$ cat src/rtl/mux4_rr_arbiter_pkg.sv
// mux4_rr_arbiter shared package
// Channel widths, state encoding and reset constants.
package calab3_pkg;

  localparam int CH_W   = 2;
  localparam int NUM_CH = 4;

  typedef enum logic {
    EMPTY = 1'b0,
    FULL  = 1'b1
  } state_t;

  localparam logic [CH_W-1:0] LAST_RST = 2'd3;

endpackage

$ cat src/rtl/mux4_rr_arbiter_if.sv
// mux4_rr_arbiter handshake bundle
// master = producers/consumer side, slave = arbiter side.
interface mux4_rr_arbiter_if
  import calab3_pkg::*;
#(
  parameter int N = 8
) ();

  logic [NUM_CH-1:0] in_valid;
  logic [N-1:0]      in_data0;
  logic [N-1:0]      in_data1;
  logic [N-1:0]      in_data2;
  logic [N-1:0]      in_data3;
  logic [NUM_CH-1:0] in_ready;
  logic              out_valid;
  logic              out_ready;
  logic [N-1:0]      out_data;
  logic [CH_W-1:0]   sel;

  modport master (
    output in_valid,
    output in_data0,
    output in_data1,
    output in_data2,
    output in_data3,
    output out_ready,
    input  in_ready,
    input  out_valid,
    input  out_data,
    input  sel
  );

  modport slave (
    input  in_valid,
    input  in_data0,
    input  in_data1,
    input  in_data2,
    input  in_data3,
    input  out_ready,
    output in_ready,
    output out_valid,
    output out_data,
    output sel
  );

endinterface

$ cat src/rtl/mux4_rr_arbiter_grant.sv
// rr_grant4: combinational round-robin pick
// First request found searching last+1 .. last+4 (mod 4).
module rr_grant4
  import calab3_pkg::*;
(
  input  logic [NUM_CH-1:0] req,
  input  logic [CH_W-1:0]   last,
  output logic [CH_W-1:0]   gnt_idx,
  output logic              gnt_any
);

  logic [CH_W-1:0] cand;

  // Walk from farthest to nearest so the nearest hit wins.
  always_comb begin
    gnt_idx = '0;
    gnt_any = 1'b0;
    cand    = '0;
    for (int i = NUM_CH; i >= 1; i--) begin
      cand = last + CH_W'(i);
      if (req[cand]) begin
        gnt_idx = cand;
        gnt_any = 1'b1;
      end
    end
  end

endmodule

$ cat src/rtl/mux4_rr_arbiter.sv
// mux4_rr_arbiter top: 4-channel RR arbiter
// with a one-word output register and mux select.
module mux4_rr_arbiter
  import calab3_pkg::*;
#(
  parameter int N = 8
) (
  input  logic                clk,
  input  logic                rst_n,
  mux4_rr_arbiter_if.slave    bus
);

  state_t          state_q;
  logic [CH_W-1:0] last_q;
  logic [N-1:0]    data_q;
  logic [CH_W-1:0] sel_q;

  logic [CH_W-1:0] gnt_idx;
  logic            gnt_any;
  logic            open;
  logic            take;
  logic [N-1:0]    pick;

  rr_grant4 u_grant (
    .req     (bus.in_valid),
    .last    (last_q),
    .gnt_idx (gnt_idx),
    .gnt_any (gnt_any)
  );

  assign open = (state_q == EMPTY) | bus.out_ready;
  assign take = open & gnt_any;

  assign bus.in_ready =
    take ? NUM_CH'(4'b0001 << gnt_idx) : '0;

  always_comb begin
    pick = '0;
    unique case (gnt_idx)
      2'd0: pick = bus.in_data0;
      2'd1: pick = bus.in_data1;
      2'd2: pick = bus.in_data2;
      2'd3: pick = bus.in_data3;
      default: pick = '0;
    endcase
  end

  // Drain and refill share one edge for full throughput.
  always_ff @(posedge clk or negedge rst_n) begin
    if (!rst_n) begin
      state_q <= EMPTY;
      last_q  <= LAST_RST;
      data_q  <= '0;
      sel_q   <= '0;
    end else if (take) begin
      state_q <= FULL;
      last_q  <= gnt_idx;
      data_q  <= pick;
      sel_q   <= gnt_idx;
    end else if (state_q == FULL && bus.out_ready) begin
      state_q <= EMPTY;
    end
  end

  assign bus.out_valid = (state_q == FULL);
  assign bus.out_data  = data_q;
  assign bus.sel       = sel_q;

endmodule

$ cat src/flat_wrapper.sv
// flat-port wrapper written by rule: the top's interface ports become plain ports
module mux4_rr_arbiter_flat import calab3_pkg::*;
#(
  parameter int N = 8
)
  (clk, rst_n, bus_in_valid, bus_in_data0, bus_in_data1, bus_in_data2, bus_in_data3, bus_out_ready, bus_in_ready, bus_out_valid, bus_out_data, bus_sel);
  mux4_rr_arbiter_if #(.N(N)) bus_i ();
  input  logic clk;
  input  logic rst_n;
  input wire logic [$bits(bus_i.in_valid)-1:0] bus_in_valid;
  input wire logic [$bits(bus_i.in_data0)-1:0] bus_in_data0;
  input wire logic [$bits(bus_i.in_data1)-1:0] bus_in_data1;
  input wire logic [$bits(bus_i.in_data2)-1:0] bus_in_data2;
  input wire logic [$bits(bus_i.in_data3)-1:0] bus_in_data3;
  input wire logic [$bits(bus_i.out_ready)-1:0] bus_out_ready;
  output wire logic [$bits(bus_i.in_ready)-1:0] bus_in_ready;
  output wire logic [$bits(bus_i.out_valid)-1:0] bus_out_valid;
  output wire logic [$bits(bus_i.out_data)-1:0] bus_out_data;
  output wire logic [$bits(bus_i.sel)-1:0] bus_sel;
  assign bus_i.in_valid = bus_in_valid;
  assign bus_i.in_data0 = bus_in_data0;
  assign bus_i.in_data1 = bus_in_data1;
  assign bus_i.in_data2 = bus_in_data2;
  assign bus_i.in_data3 = bus_in_data3;
  assign bus_i.out_ready = bus_out_ready;
  assign bus_in_ready = bus_i.in_ready;
  assign bus_out_valid = bus_i.out_valid;
  assign bus_out_data = bus_i.out_data;
  assign bus_sel = bus_i.sel;
  mux4_rr_arbiter #(.N(N)) u_core (.clk(clk), .rst_n(rst_n), .bus(bus_i));
endmodule
$ cat config.mk
export PLATFORM = sky130hd
export DESIGN_NAME = mux4_rr_arbiter_flat
export DESIGN_NICKNAME = d
export VERILOG_FILES = /design/src/rtl/mux4_rr_arbiter_pkg.sv /design/src/rtl/mux4_rr_arbiter_if.sv /design/src/rtl/mux4_rr_arbiter_grant.sv /design/src/rtl/mux4_rr_arbiter.sv /design/src/flat_wrapper.sv
export SDC_FILE = /design/constraint.sdc
export NUM_CORES = 1
export LEC_CHECK = 0
export ABC_CLOCK_PERIOD_IN_PS = 2000
export CORE_UTILIZATION = 36
export CTS_CLUSTER_DIAMETER = 60
export CTS_CLUSTER_SIZE = 12
export DETAILED_ROUTE_END_ITERATION = 10
export GPL_TIMING_DRIVEN = 0
export HOLD_SLACK_MARGIN = 0.03
export PLACE_DENSITY = 0.76
export REMOVE_ABC_BUFFERS = 1
export SLEW_MARGIN = 20
export SYNTH_ARGS = -nofsm -noshare
export SYNTH_HDL_FRONTEND = slang
export SYNTH_SLANG_ARGS = --single-unit
export TNS_END_PERCENT = 50
$ cat constraint.sdc
create_clock -name clk -period 2 [get_ports clk]
set_input_delay 0.2 -clock clk [delete_from_list [all_inputs] [get_ports clk]]
set_output_delay 0.2 -clock clk [all_outputs]
set_load 0.05 [all_outputs]
### Word-level counts from Yosys, hierarchy flattened

Cells that the tools add are included.

* register bits after elaboration: 13
* bits of input ports: 39
* output and inout bits: 15
* logic and storage cells: 41

* add/sub/neg operators: 3
* $lt $le $gt $ge: 4
* equal/unequal tests: 3
* shift operators: 1
* muxes and demuxes: 20
* bitwise gates (word level): 3
* reduce and logical (&&, ||, !) cells: 3

Operator list (number)
* $pmux W8 S4: 1
* $lt A2 B3 Y1 const B: 4
* $mux W1: 10
* $bmux W1 S2: 4
* $mux W2: 4
* $add A2 B2 Y2 const B: 2
* $eq A2 B2 Y1 const B: 2
* $mux W4: 1
* $shl A1 B2 Y4 const A: 1
* $add A2 B1 Y2 const B: 1
* $eq A2 B1 Y1 const B: 1
* $logic_not A2 Y1: 1
* $reduce_bool A2 Y1: 1
* $and A1 B1 Y1: 1
* $logic_and A1 B1 Y1: 1
* $not A1 Y1: 1
* $or A1 B1 Y1: 1

### Depth between registers and ports, before layout

* word-level depth: 8
* mapped depth: 7

### Cells and area by module

Synthesis repeated with hierarchy kept, for this count alone.

* cells, all modules: 59
* area, all modules: 828.3 um2

Modules (own cells, without submodules)
* mux4_rr_arbiter: times used 1, cells each 45, area an instance 737.0 um2, sequential area each 327.8 um2
* rr_grant4: times used 1, cells each 14, area an instance 91.3 um2, sequential area each 0.0 um2

### Worst setup path before layout

OpenSTA, ideal clock, no wires.

* kind: flip-flop to output port
* start point: reg u_core.last_q[0]
* end point: out bus_in_ready[3]
* arrival: 2402 ps
* data required time: 1800 ps
* setup slack: -602 ps
* cell stages (with the launch flop): 7
* path buffers: 2
* cells stage by stage: dfstp_2 -> nand2b_1 -> a21oi_2 -> or3_1 -> buf_6 -> buf_6 -> nor3_1

* longest elaborated chain between the ends: 8
* elaborated cells between the ends (all ways): 22
* classes of those cells: 3 x add/sub; 1 x shift; 17 x mux; 1 x bitwise

Ends and longest elaborated chain
* from (decl): RTL line mux4_rr_arbiter.sv:14 `logic [CH_W-1:0] last_q;`
* from (signal assigned): RTL line mux4_rr_arbiter.sv:57 `last_q <= gnt_idx;`
* $add A2 B2 Y2 or $bmux W1 S2 (tied branches): RTL line mux4_rr_arbiter_grant.sv:20, mux4_rr_arbiter_grant.sv:21
* $bmux W1 S2 or $mux W1 (tied branches): RTL line mux4_rr_arbiter_grant.sv:21 `if (req[cand]) begin`
* $mux W1 (implied by the code) or $mux W2 (tied branches): RTL line mux4_rr_arbiter_grant.sv:21
* $mux W2 or $mux W1 (tied branches) (3 in series): RTL line mux4_rr_arbiter_grant.sv:21
* $shl A1 B2 Y4 or $and A1 B1 Y1 (tied branches): RTL line mux4_rr_arbiter.sv:35, mux4_rr_arbiter.sv:32
* $mux W4 (*): RTL line mux4_rr_arbiter.sv:35 `take ? NUM_CH'(4'b0001 << gnt_idx) : '0;`
* to (decl): RTL line flat_wrapper.sv:16 `output wire logic [$bits(bus_i.in_ready)-1:0] bus_in_ready;`

Every way passes the cells marked *; elsewhere a longest branch is shown, timed or not. The select of a mux whose other input is x is not followed.

### Worst setup path in the final report

Same ends and word-level chain as after synthesis.

==> flow_metrics.env <==
export IMPL_crit_slowest_cell="dfstp_2"
export IMPL_path_max_fanout=8
export IMPL_wire_per_inst_microns=18.71
export IMPL_wl_mm=3.649
export IMPL_ys_types=32
export IMPL_p_per_area_nw_per_um2=889.2
export IMPL_final_antenna_net_count=0
export IMPL_fin_nets=207
export IMPL_drive_gt1_share_pct=32.93
export IMPL_fin_ws_ps=-108.4
export IMPL_coreArea_sq_um=2255
export IMPL_dp_hpwl_mm=2.032
export IMPL_design_area_sq_um=1775
export IMPL_status="finished with violations"
export IMPL_cap_violations=0
export IMPL_grt_max_degree=16
export IMPL_cts_clk_slew_worst_paths_ps=90
export IMPL_drc=0
export IMPL_grt_ovfl_total=0
export IMPL_synthCells=93
export IMPL_io_pin_count=54
export IMPL_port_buffers=53
export IMPL_drtPass1Iterations=4
export IMPL_rsz0062_at_grt="true"
export IMPL_max_stage_delay_ps=580
export IMPL_maxSlewHeadroom_pct=57.02
export IMPL_fin_crit_ps=2108
export IMPL_finish_utilization_pct=78.75
export IMPL_r2r_cells=6
export IMPL_clock_path_buffers=2
export IMPL_rr_endpoint="u_core.bus.out_data[4]"
export IMPL_fmax_mhz=474.3
export IMPL_ir_drop_mv=0.6178
export IMPL_critical_path_top_delay_family="simple AND/OR/NAND/NOR gates"
export IMPL_slew_viol_final=0
export IMPL_syn_area_sq_um=882.1
export IMPL_avgSynthCellArea_sq_um=9.485
export IMPL_fin_crit_sh_pct=105.4
export IMPL_final_cell_mix="clkdlybuf4s50_1 (46), buf_4 (20), nor2_1 (17)"
export IMPL_areaGrowthSynthToFinish_pct=101.3
export IMPL_setup_tns_ps=-391.4
export IMPL_gp_congestion=0.7495
export IMPL_leakagePower_nw=0.7264
export IMPL_skew_ps=2.603
export IMPL_r2r_start="u_core.last_q[0]"
export IMPL_initial_core_util_pct=39.12
export IMPL_setup_viol=9
export IMPL_synth_seq_area_share_pct=37.16
export IMPL_die_x_microns=51.50
export IMPL_worstPathRequired_ps=1800
export IMPL_die_h_microns=51.50
export IMPL_cts_buffers=3
export IMPL_insertion_delay_ps=280
export IMPL_grt_pass1_vias=1157
export IMPL_tritoncts="built"
export IMPL_startpoint_type="flop"
export IMPL_crit_chain="nand2b_4 > a21oi_4 > or3_4 > nor3_2 > buf_6"
export IMPL_clock_sinks=13
export IMPL_cts_max_level=1
export IMPL_final_common_cell="clkdlybuf4s50_1"
export IMPL_rows=17
export IMPL_die_area_sq_um=2652
export IMPL_end_kind="output pin"
export IMPL_crit_buf_inv=1
export IMPL_hold_viol_final=0
export IMPL_yosysWarnings=0
export IMPL_violations="setup timing"
export IMPL_drtIter0Drc=18
export IMPL_viasPerCell=5.687
export IMPL_worstHoldPathType="in -> async"
export IMPL_r2r_slack_ps=-80
export IMPL_worstPathArrival_ps=1910
export IMPL_antenna_found_initial=0
export IMPL_place_area_sq_um=1418
export IMPL_dr_total_vias=1109
export IMPL_tightestPinTransition_ps=642.6
export IMPL_ys_ff_latch=13
export IMPL_worstSetupPathType="reg -> out"
export IMPL_cts_hold_buffers=0
export IMPL_antenna_cells=0
export IMPL_cts_root_buf="clkbuf_4"
export IMPL_track_usage_pct=28.13
export IMPL_grt_first_pass_wirelength_mm=5.375
export IMPL_n_fill_cell=147
-- Yosys cell counts --
| library cell | number | area [sq um] |
|---|---|---|
| nor2_1 | 18 | 67.56 |
| a211oi_1 | 6 | 45.04 |
| nor3b_2 | 1 | 12.51 |
| a21oi_1 | 1 | 5.000 |
| a2bb2oi_1 | 1 | 8.760 |
| nand3_1 | 1 | 5.000 |
| a31oi_1 | 2 | 12.51 |
| nor2b_1 | 1 | 6.260 |
| nand2b_1 | 2 | 12.51 |
| a21boi_2 | 1 | 11.26 |
| nor4b_1 | 6 | 52.55 |
| a2111oi_0 | 4 | 35.03 |
| buf_1 | 1 | 3.750 |
| a21oi_2 | 1 | 8.760 |
| o21ai_1 | 1 | 5.000 |
| or3_1 | 1 | 6.260 |
| dfrtp_1 | 11 | 275.3 |
| a21boi_0 | 1 | 7.510 |
| nor4_1 | 1 | 6.260 |
| mux2i_1 | 7 | 70.07 |
| mux2_4 | 2 | 30.03 |
| nor3_1 | 3 | 15.01 |
| buf_6 | 2 | 22.52 |
| and2_1 | 1 | 6.260 |
| a2111oi_1 | 2 | 20.02 |
| o221a_1 | 2 | 22.52 |
| o21bai_1 | 1 | 7.510 |
| inv_1 | 2 | 7.510 |
| dfstp_2 | 2 | 52.55 |
| a21o_1 | 3 | 22.52 |
| nand2_1 | 4 | 15.01 |
| clkbuf_1 | 1 | 3.750 |
-- area by class of cell --
cell class / instances / area [sq um] / area share, %
tap: 28 / 35.03 / 1.973
multi-input combinational: 74 / 674.4 / 37.98
sequential: 13 / 327.8 / 18.46
inverter: 2 / 7.507 / 0.4228
clock buffer: 4 / 26.28 / 1.480
timing repair buffer: 74 / 704.4 / 39.68
-- layer usage --
metal,share of wire [%],global-route usage (%)
met3,6.6,6.433
met4,2.3,15.77
met5,0,0
met2,52,50.00
met1,39,30.40
-- stage by stage --
step	hold slack [ps]	power [mW]	std cells	setup slack (ps)
final	303.3	1.579	195	-108.4
after floorplan	-95.59	0.8654	89	-662.9
after global placement	480.1	1.133	170	-1014
after detailed placement	485.5	1.148	170	-1071
after CTS	323.8	1.462	189	-18.00
after global routing	353.5	1.642	195	-132.0
-- cells by family (layout without fill, tap and decap cells) --
kind of cell	count (synthesis)	after routing	synth area share [%]
simple gates	39	39	23.26
compound gates	26	26	23.97
flops	13	13	37.16
mux	9	9	11.35
buf+inv	6	80	4.255
-- state kept, by name, indices dropped and copies added (netlist names) --
| register | flops |
|---|---|
| u_core.last_q | 2 |
| u_core.bus.out_valid | 1 |
| u_core.bus.sel | 2 |
| u_core.bus.out_data | 8 |
-- worst reg2reg max path, stage by stage, from the launching register on --
cell and delay, ps:
dfstp_2 580, nand2b_4 150, a21oi_4 70, or3_4 450, buf_4 200, mux2_4 300
o221a_1 210
-- report_power, final --
part           total, mW  internal (mW)  switching [mW]
combinational       1.02          0.451           0.566
clock              0.175         0.0775          0.0976
sequential         0.386          0.338          0.0485
-- worst max-delay path by stage --
stage / start / to / slack (ps) / depth (start not counted)
floorplan: u_core.last_q[0] / bus_in_ready[3] / -660 / 4
global placement: bus_in_valid[1] / bus_in_ready[3] / -1010 / 6
detailed placement: bus_in_valid[3] / bus_in_ready[2] / -1070 / 6
CTS: bus_in_valid[3] / u_core.bus.out_data[4] / -20 / 7
global route: u_core.last_q[0] / bus_in_ready[3] / -130 / 5
finish: u_core.last_q[0] / bus_in_ready[3] / -110 / 5
-- repair_timing --
action                                  CTS  global route
pin swaps                                 3             5
resized for setup                        48            21
hold endpoints to repair                  0             0
endpoints found under the setup margin   14            12
setup buffers                            15             6
(Power assumes the default switching activity.)
